`src/rtl/mult_arbiter.sv`:
```
// Round-robin sharing of one start/done multiplier among NUM_REQ requesters.
// A watchdog turns a multiplier that never finishes into an error response.
module mult_arbiter #(
    parameter int NUM_REQ = 4,
    parameter int WIDTH   = 8,
    parameter int TIMEOUT = 256
) (
    input  logic                       clk,
    input  logic                       reset_n,
    input  logic [NUM_REQ-1:0]         req_valid,
    input  logic [NUM_REQ*WIDTH-1:0]   req_multiplicand,
    input  logic [NUM_REQ*WIDTH-1:0]   req_multiplier,
    output logic [NUM_REQ-1:0]         req_ready,
    output logic [NUM_REQ-1:0]         rsp_valid,
    input  logic [NUM_REQ-1:0]         rsp_ready,
    output logic [2*WIDTH-1:0]         rsp_product,
    output logic                       rsp_err,
    output logic                       mult_start,
    output logic [WIDTH-1:0]           mult_multiplicand,
    output logic [WIDTH-1:0]           mult_multiplier,
    input  logic                       mult_ready,
    input  logic                       mult_done,
    input  logic [2*WIDTH-1:0]         mult_product
);

    localparam int GW = $clog2(NUM_REQ);
    localparam int CW = $clog2(TIMEOUT);
    localparam logic [NUM_REQ-1:0] ONE_HOT0 = {{(NUM_REQ-1){1'b0}}, 1'b1};

    typedef enum logic [1:0] {
        IDLE  = 2'd0,
        ISSUE = 2'd1,
        BUSY  = 2'd2,
        RESP  = 2'd3
    } state_t;

    state_t               state_r, state_s;
    logic [GW-1:0]        rr_ptr_r, rr_ptr_s;
    logic [GW-1:0]        grant_r, grant_s;
    logic [CW-1:0]        cnt_r, cnt_s;
    logic [WIDTH-1:0]     mcand_r, mcand_s;
    logic [WIDTH-1:0]     mplier_r, mplier_s;
    logic                 start_r, start_s;
    logic [NUM_REQ-1:0]   rsp_valid_r, rsp_valid_s;
    logic [2*WIDTH-1:0]   rsp_product_r, rsp_product_s;
    logic                 rsp_err_r, rsp_err_s;
    logic [NUM_REQ-1:0]   req_ready_s;
    logic                 found_s;
    logic [GW-1:0]        pick_s;
    logic [GW:0]          sum_s;
    logic [GW-1:0]        idx_s;

    // Round-robin search: walking downward and overwriting leaves the first hit at or after rr_ptr.
    always_comb begin
        found_s = |req_valid;
        pick_s  = {GW{1'b0}};
        sum_s   = {(GW+1){1'b0}};
        idx_s   = {GW{1'b0}};
        for (int k = NUM_REQ - 1; k >= 0; k--) begin
            sum_s  = {1'b0, rr_ptr_r} + (GW+1)'(k);
            idx_s  = (sum_s >= (GW+1)'(NUM_REQ)) ? GW'(sum_s - (GW+1)'(NUM_REQ)) : GW'(sum_s);
            pick_s = req_valid[idx_s] ? idx_s : pick_s;
        end
    end

    // Next-state and next-output logic for the issue/wait/respond sequence.
    always_comb begin
        state_s       = state_r;
        rr_ptr_s      = rr_ptr_r;
        grant_s       = grant_r;
        cnt_s         = cnt_r;
        mcand_s       = mcand_r;
        mplier_s      = mplier_r;
        start_s       = 1'b0;
        rsp_valid_s   = rsp_valid_r;
        rsp_product_s = rsp_product_r;
        rsp_err_s     = rsp_err_r;
        req_ready_s   = {NUM_REQ{1'b0}};
        case (state_r)
            IDLE: begin
                if (found_s && mult_ready) begin
                    req_ready_s[pick_s] = 1'b1;
                    grant_s  = pick_s;
                    mcand_s  = req_multiplicand[int'(pick_s)*WIDTH +: WIDTH];
                    mplier_s = req_multiplier[int'(pick_s)*WIDTH +: WIDTH];
                    start_s  = 1'b1;
                    state_s  = ISSUE;
                end else begin
                    state_s = IDLE;
                end
            end
            ISSUE: begin
                cnt_s   = {CW{1'b0}};
                state_s = BUSY;
            end
            BUSY: begin
                cnt_s = cnt_r + CW'(1);
                // A completion on the threshold cycle still wins over the abort.
                if (mult_done) begin
                    rsp_product_s = mult_product;
                    rsp_err_s     = 1'b0;
                    rsp_valid_s   = ONE_HOT0 << grant_r;
                    state_s       = RESP;
                end else if (cnt_r == CW'(TIMEOUT - 1)) begin
                    rsp_product_s = {(2*WIDTH){1'b0}};
                    rsp_err_s     = 1'b1;
                    rsp_valid_s   = ONE_HOT0 << grant_r;
                    state_s       = RESP;
                end else begin
                    state_s = BUSY;
                end
            end
            RESP: begin
                if (rsp_ready[grant_r]) begin
                    rsp_valid_s   = {NUM_REQ{1'b0}};
                    rsp_product_s = {(2*WIDTH){1'b0}};
                    rsp_err_s     = 1'b0;
                    rr_ptr_s      = (grant_r == GW'(NUM_REQ - 1)) ? {GW{1'b0}} : grant_r + GW'(1);
                    state_s       = IDLE;
                end else begin
                    state_s = RESP;
                end
            end
            default: begin
                state_s = IDLE;
            end
        endcase
    end

    // State and output registers; reset drops any in-flight operation.
    always_ff @(posedge clk or negedge reset_n) begin
        if (!reset_n) begin
            state_r       <= IDLE;
            rr_ptr_r      <= {GW{1'b0}};
            grant_r       <= {GW{1'b0}};
            cnt_r         <= {CW{1'b0}};
            mcand_r       <= {WIDTH{1'b0}};
            mplier_r      <= {WIDTH{1'b0}};
            start_r       <= 1'b0;
            rsp_valid_r   <= {NUM_REQ{1'b0}};
            rsp_product_r <= {(2*WIDTH){1'b0}};
            rsp_err_r     <= 1'b0;
        end else begin
            state_r       <= state_s;
            rr_ptr_r      <= rr_ptr_s;
            grant_r       <= grant_s;
            cnt_r         <= cnt_s;
            mcand_r       <= mcand_s;
            mplier_r      <= mplier_s;
            start_r       <= start_s;
            rsp_valid_r   <= rsp_valid_s;
            rsp_product_r <= rsp_product_s;
            rsp_err_r     <= rsp_err_s;
        end
    end

    // The accept strobe is combinational, so it is held low while reset is asserted.
    assign req_ready         = req_ready_s & {NUM_REQ{reset_n}};
    assign rsp_valid         = rsp_valid_r;
    assign rsp_product       = rsp_product_r;
    assign rsp_err           = rsp_err_r;
    assign mult_start        = start_r;
    assign mult_multiplicand = mcand_r;
    assign mult_multiplier   = mplier_r;

endmodule

```
`config.mk`:
```
export PLATFORM = sky130hd
export DESIGN_NAME = mult_arbiter
export DESIGN_NICKNAME = d
export VERILOG_FILES = /design/src/rtl/mult_arbiter.sv
export SDC_FILE = /design/constraint.sdc
export NUM_CORES = 1
export LEC_CHECK = 0
export BUFFER_PORTS_ARGS = -buffer_cell sky130_fd_sc_hd__buf_2
export CORE_MARGIN = 1
export CORE_UTILIZATION = 40
export CTS_BUF_LIST = sky130_fd_sc_hd__clkbuf_16
export CTS_CLUSTER_DIAMETER = 60
export CTS_CLUSTER_SIZE = 10
export DETAILED_ROUTE_END_ITERATION = 12
export GPL_ROUTABILITY_DRIVEN = 0
export GPL_TIMING_DRIVEN = 0
export PLACE_DENSITY = 0.79
export SYNTH_ARGS = -nofsm -noshare
export SYNTH_HDL_FRONTEND = slang
export SYNTH_SLANG_ARGS = --single-unit
```
`constraint.sdc`:
```
create_clock -name clk -period 1.9 [get_ports clk]
set_clock_uncertainty 0.05 [all_clocks]
set_input_delay 0.19 -clock clk [delete_from_list [all_inputs] [get_ports clk]]
set_output_delay 0.19 -clock clk [all_outputs]
set_load 0.03 [all_outputs]
```
# Yosys cells after proc, flatten, opt, wreduce, memory -nomap -nowiden
# Cells that the tools add are included.
word_totals:
  wordCells: 93
  latch_bits: 0
  input_bits: 92
  n_memories: 0
  romBits: 0
  ff_bits: 52
  ram_bits: 0
  out_inout_bits: 42
classes:
  n_reduce_logical: 9
  n_lt_le_gt_ge: 11
  eq_ne: 7
  add_sub_neg: 9
  mux: 43
  n_shift: 3
  bitwise_logic: 1
  n_div: 0
  mul: 0
op_table:
  columns: ["cell", "count"]
  rows:
  - ["variable part select 32 x 6 -> 8 bit", 2]
  - ["2-to-1 mux 16 bit", 3]
  - ["case mux 16 bit (2 select lines)", 1]
  - ["2-to-1 mux 2 bit", 10]
  - ["2-to-1 mux 4 bit", 5]
  - ["< comparator 2 x 3 -> 1 bit, second input constant", 6]
  - ["case mux 8 bit (2 select lines)", 1]
  - ["2-to-1 mux 1 bit", 14]
  - ["binary-select mux 1 bit (select 2 bit)", 5]
  - [">= comparator 3 bit, second input constant", 3]
  - ["adder 8 x 1 -> 8 bit, second input constant", 1]
  - ["equality test 8 bit, second input constant", 1]
  - ["case mux 2 bit (4 select lines)", 1]
  - ["case mux 4 bit (2 select lines)", 1]
  - ["subtractor 2 x 1 -> 2 bit, second input constant", 4]
  - ["adder 2 x 2 -> 3 bit, second input constant", 2]
  - ["equality test 2 bit, second input constant", 3]
  - ["AND 4 bit", 1]
  - ["AND reduction 2 bit", 2]
  - ["nonzero test 2 bit", 2]
  - ["OR reduction 4 bit", 1]
  - ["left shift 1 x 2 -> 4 bit, first input constant", 1]
  - ["adder 2 x 1 -> 3 bit, second input constant", 1]
  - [">= comparator 2 x 3 -> 1 bit, second input constant", 1]
  - ["other kinds (10)", 11]

# Longest topological paths before layout
depth:
  ltp_word: 16
  mapped_depth: 8
  ltp_nobuf: 7

# Least setup slack after synthesis
# No wires, ideal clock.
synth_timing:
  path_type: "reg2out"
  start: "reg rr_ptr_r[1]"
  end: "out req_ready[1]"
  required_ps: 1660
  setup_slack_ps: -365
  path_stages_with_launch: 7
  t_arrival_ps: 2025
  path_buffers: 2
  cell_sequence: "dfrtp_1 -> mux2i_1 -> o22ai_4 -> or2_1 -> buf_4 -> buf_6 -> nor3_1"
synth_via:
  elab_chain_len: 16
  elab_cells_between_ends: 35
  classes_between: "add/sub (7); order compare (6); mux (20); bitwise (1); reduce/logical (1)"
synth_rtl:
  columns: ["element", "line", "text"]
  rows:
  - ["from (decl)", "38", "logic [GW-1:0] rr_ptr_r, rr_ptr_s;"]
  - ["from (signal assigned)", "134", "rr_ptr_r <= {GW{1'b0}};"]
  - ["from (signal assigned)", "145", "rr_ptr_r <= rr_ptr_s;"]
  - ["adder 2 x 2 -> 3 bit", "60", "sum_s = {1'b0, rr_ptr_r} + (GW+1)'(k);"]
  - [">= comparator 3 bit or subtractor 2 x 1 -> 2 bit (tied branches)", "61", "idx_s = (sum_s >= (GW+1)'(NUM_REQ)) ? GW'(sum_s - (GW+1)'(NUM_REQ)) : GW'(sum_s);"]
  - ["2-to-1 mux 2 bit", "61", null]
  - ["binary-select mux 1 bit (select 2 bit)", "62", "pick_s = req_valid[idx_s] ? idx_s : pick_s;"]
  - ["2-to-1 mux 1 bit (implied by the code)", "62", null]
  - ["2-to-1 mux 2 bit (3 in a row)", "62", null]
  - ["2-to-1 mux 2 bit (*)", "62", null]
  - ["< comparator 2 x 3 -> 1 bit (implied by the code) or >= comparator 2 x 1 -> 1 bit (tied branches)", "82", "req_ready_s[pick_s] = 1'b1;"]
  - ["logical AND 1 bit (implied by the code)", "82", null]
  - ["2-to-1 mux 1 bit (implied by the code)", "82", null]
  - ["demux 1 bit (select 2 bit) (*)", "82", null]
  - ["2-to-1 mux 4 bit (*)", "81", "if (found_s && mult_ready) begin"]
  - ["2-to-1 mux 4 bit (*)", "79", "case (state_r)"]
  - ["AND 4 bit (*)", "158", "assign req_ready = req_ready_s & {NUM_REQ{reset_n}};"]
  - ["to (decl)", "13", "output logic [NUM_REQ-1:0] req_ready,"]
# Mark *: on every way between the ends. The rest lies on a longest branch, timed or not. The select of a mux whose other input is x is not followed.

# Worst setup path in the final report
layout_timing:
  start: "reg rr_ptr_r[1]"
  end: "out req_ready[3]"
# The elaborated chain is that of the path after synthesis.

==> impl_results.md <==
* Pin count of the biggest net entering global routing at 54
* Total die area at 7477 sq um
* Critical path fanouts, max at 4
* Vias in the first global route at 2676
* DP Wirelength at 5502 um
* Worst rel slew slack at 0.5288
* Drt first pass iters at 4
* CP Data Arrival Time at 1.85 ns
* Crit path time final at 2.087 ns
* WL per Instance at 15.76 um
* Hold Slack at -0.09762 ns
* R2r worst-path depth at 9
* CTS tree: built
* Worst-Margin Slew at 0.7068 ns
* Ant diodes at 0
* Top sig layer: met4
* Starting DRT DRC Count at 213
* CP Data Required Time at 1.66 ns
* Combinational fraction of design power at 0.583
* Switching portion of total power at 0.4317
* Hold Fails Final Rpt at 52
* Antenna violations before repair at 0
* Failing checks: negative hold slack, negative setup slack
* First-pass GRT wire length at 12390 um
* I/O pin cnt at 134
* M1 wire length at 3714 um
* Register area share after synthesis at 0.4559
* Layout cells sized above 1 at 0.5563
* Clock Latency Late Sink at 0.29 ns
* Seq. cell area at 1305 sq um
* Worst-path clk slew at 0.07 ns
* Clock Root Buffer: clkbuf_16
* WS Path Type: flop to output pin
* Peak Freq at 479.1 MHz
* Crit start category: flop
* Residual DRC at 0
* Core box area at 6832 sq um
* Vias/cell at 5.446
* H-tree levels at 2
* P_leak at 2.190 nW
* Finished Cell Area at 4526 sq um
* Pwr/cell area at 1594 nW/um^2
* Synthesized cell area at 2854 sq um
* Die height at 86.47 um
* Multi-input logic area at 1748 sq um
* Met3 Routed Length at 497 um
* Initial Util at 0.4178
* Final period util at 1.099
* TritonCTS Sinks at 52
* Remaining antenna violation count after routing at 0
* Maximum buffer depth of the clock tree at 2
* Cts bufs inserted at 5
* Mean area per synthesized cell at 10.45 sq um
* Port-buffer cells at 133
* Fillers at 526
* Register bit total from synthesis at 52
* Cells after Synth at 273
* Drt total wl at 8508 um
* Wire length on met2 at 4158 um
* Worst vdd ir at 0.8205 mV
* Max-slew violations at 0
* # setup viols final at 20
* Grt ovf at 0
* Ys Warns at 0
* Syn-to-layout area delta at 58.57%
* Crit end category: output pin
* Min-Delay Path Class: input port to asynchronous set/reset pin
* Outcome: finished with violations
* Layout Nets at 545
* Yosys cell types at 38
* Syn nets at 374
* GRT Util Overall at 0.2092
* Maxcap violations at 0
* Switching pwr at 3.113 mW
* Die width at 86.47 um
* Final worst slack at -0.1873 ns
* Part of the power in registers at 0.259
* Cell Rows at 30
* Placement Cell Area at 3677 sq um
* Clock share of power at 0.159
* RSZ-0062 raised after global routing: true
* Internal power at 4.099 mW
* DR vias at 2941
==> cells in the mapped netlist <==
cell type | count | area [sq um]
dfrtp_1 | 52 | 1301
o22ai_4 | 1 | 20.02
nand2b_1 | 1 | 6.260
a21o_1 | 1 | 7.510
inv_2 | 2 | 7.510
mux2_2 | 11 | 123.9
nor2b_1 | 3 | 18.77
o211ai_1 | 9 | 67.56
nand3_2 | 1 | 10.01
buf_6 | 2 | 22.52
a31oi_1 | 1 | 6.260
mux2i_1 | 19 | 190.2
buf_2 | 6 | 30.03
ha_1 | 9 | 112.6
mux4_2 | 1 | 22.52
o21ai_1 | 3 | 15.01
xnor2_1 | 1 | 8.760
xor2_1 | 1 | 8.760
a211oi_1 | 12 | 90.09
a22o_1 | 21 | 183.9
nor2_1 | 16 | 60.06
a211oi_2 | 2 | 25.02
and2_1 | 2 | 12.51
o21bai_1 | 3 | 22.52
clkbuf_1 | 8 | 30.03
o41a_1 | 1 | 11.26
o31ai_1 | 3 | 22.52
nor3b_1 | 8 | 60.06
nand3_1 | 7 | 35.03
nand4_1 | 18 | 112.6
o21ai_0 | 6 | 30.03
or2_1 | 1 | 6.260
nor3_1 | 5 | 25.02
inv_1 | 7 | 26.28
buf_4 | 1 | 7.510
o221ai_1 | 1 | 8.760
nand2_1 | 26 | 97.59
a21boi_1 | 1 | 7.510
==> power by group through the flow <==
stage                     logic [mW]  registers [mW]  clock network [mW]
after CTS                       3.74            1.85                1.16
after global routing            4.46            1.91                1.21
final                           4.20            1.87                1.14
after floorplan                 1.54            2.60                   0
after global placement          3.13            1.84                   0
after detailed placement        3.18            1.87                   0
==> per-layer routing <==
layer | vias up | track usage
li1 | 1362 | -
met1 | 1423 | 0.2641
met2 | 139 | 0.3586
met3 | 17 | 0.04095
met4 | 0 | 0.07273
met5 | - | 0
==> logic make-up after synthesis <==
kind of cell,Yosys count,share of synthesized area
buffers and inverters,26,0.04341
adders and majority gates,9,0.03946
and+or+nand+nor,88,0.1556
DFF,52,0.4559
muxes,31,0.1179
xor gates and xnor gates,2,0.006139
AOI/OAI and AO/OA,65,0.1815
==> path summary, 6_finish.rpt <==
path	startpoint	end	slack, ns
worst max-delay path	rr_ptr_r[1]	req_ready[3]	-0.19
worst min-delay path	reset_n	rsp_product[12]	-0.1
worst max register to register	rr_ptr_r[1]	mult_multiplicand[0]	-0.15
worst min register to register	mult_multiplicand[7]	mult_multiplicand[7]	0.45
max in group asynchronous	reset_n	rr_ptr_r[0]	1.39
min in group clk	mult_product[11]	rsp_product[11]	0.08
==> state kept, by name (all words and copies together), names as in the netlist <==
name / flops
cnt_r: 8
rr_ptr_r: 2
mult_multiplicand: 8
mult_start: 1
rsp_product: 16
grant_r: 2
rsp_valid: 4
rsp_err: 1
state_r: 2
mult_multiplier: 8
==> cell usage in the layout, fill, tap and decap left out, types with 8 or more instances in the layout <==
cell type  synthesis  routed
a211oi_2           2       9
a22o_1            21      21
buf_2              6     131
buf_4              1      27
buf_6              2      11
dfrtp_1           52      49
mux2_4             0       8
mux2i_1           19      15
nand2_1           26      23
nand4_1           18      18
nor2_1            16      12
o211ai_1           9       9
==> area by class of cell <==
| class | instances | share of cell area |
|---|---|---|
| inverter | 9 | 0.007465 |
| clock inverter | 2 | 0.01327 |
| timing repair buffer | 167 | 0.2215 |
| multi-input combinational | 195 | 0.3862 |
| buffer | 14 | 0.02903 |
| tap | 96 | 0.02654 |
| clock buffer | 5 | 0.02765 |
| sequential | 52 | 0.2884 |
==> critical path: stages (launching register included) <==
cell and delay, ns:
dfrtp_2 0.42, mux2i_2 0.28, o22ai_4 0.11, or2_4 0.26
buf_12 0.13, nor3_4 0.20, buf_6 0.16
==> metrics by stage <==
step                      power [mW]  TNS, ns    util  std cells  setup slack [ns]
after floorplan                4.141  -0.2217       -        273           -0.1109
after global placement         4.972   -6.127  0.5383        502           -0.3502
after detailed placement       5.047   -7.460  0.5383        502           -0.3860
after CTS                      6.751   -1.467  0.6185        525           -0.1945
after global routing           7.581   -3.177  0.6625        540           -0.2239
final                          7.212   -2.063  0.6625        540           -0.1873
==> what timing repair did <==
action | 4_1_cts | 5_1_grt
resized for setup | 63 | 48
endpoints found under the hold margin | 52 | 52
cloned | 1 | 2
pin swaps | 19 | 24
endpoints found under the setup margin | 40 | 40
buffers inserted | 15 | 16
Note: power is estimated with default switching activity, not from simulation.
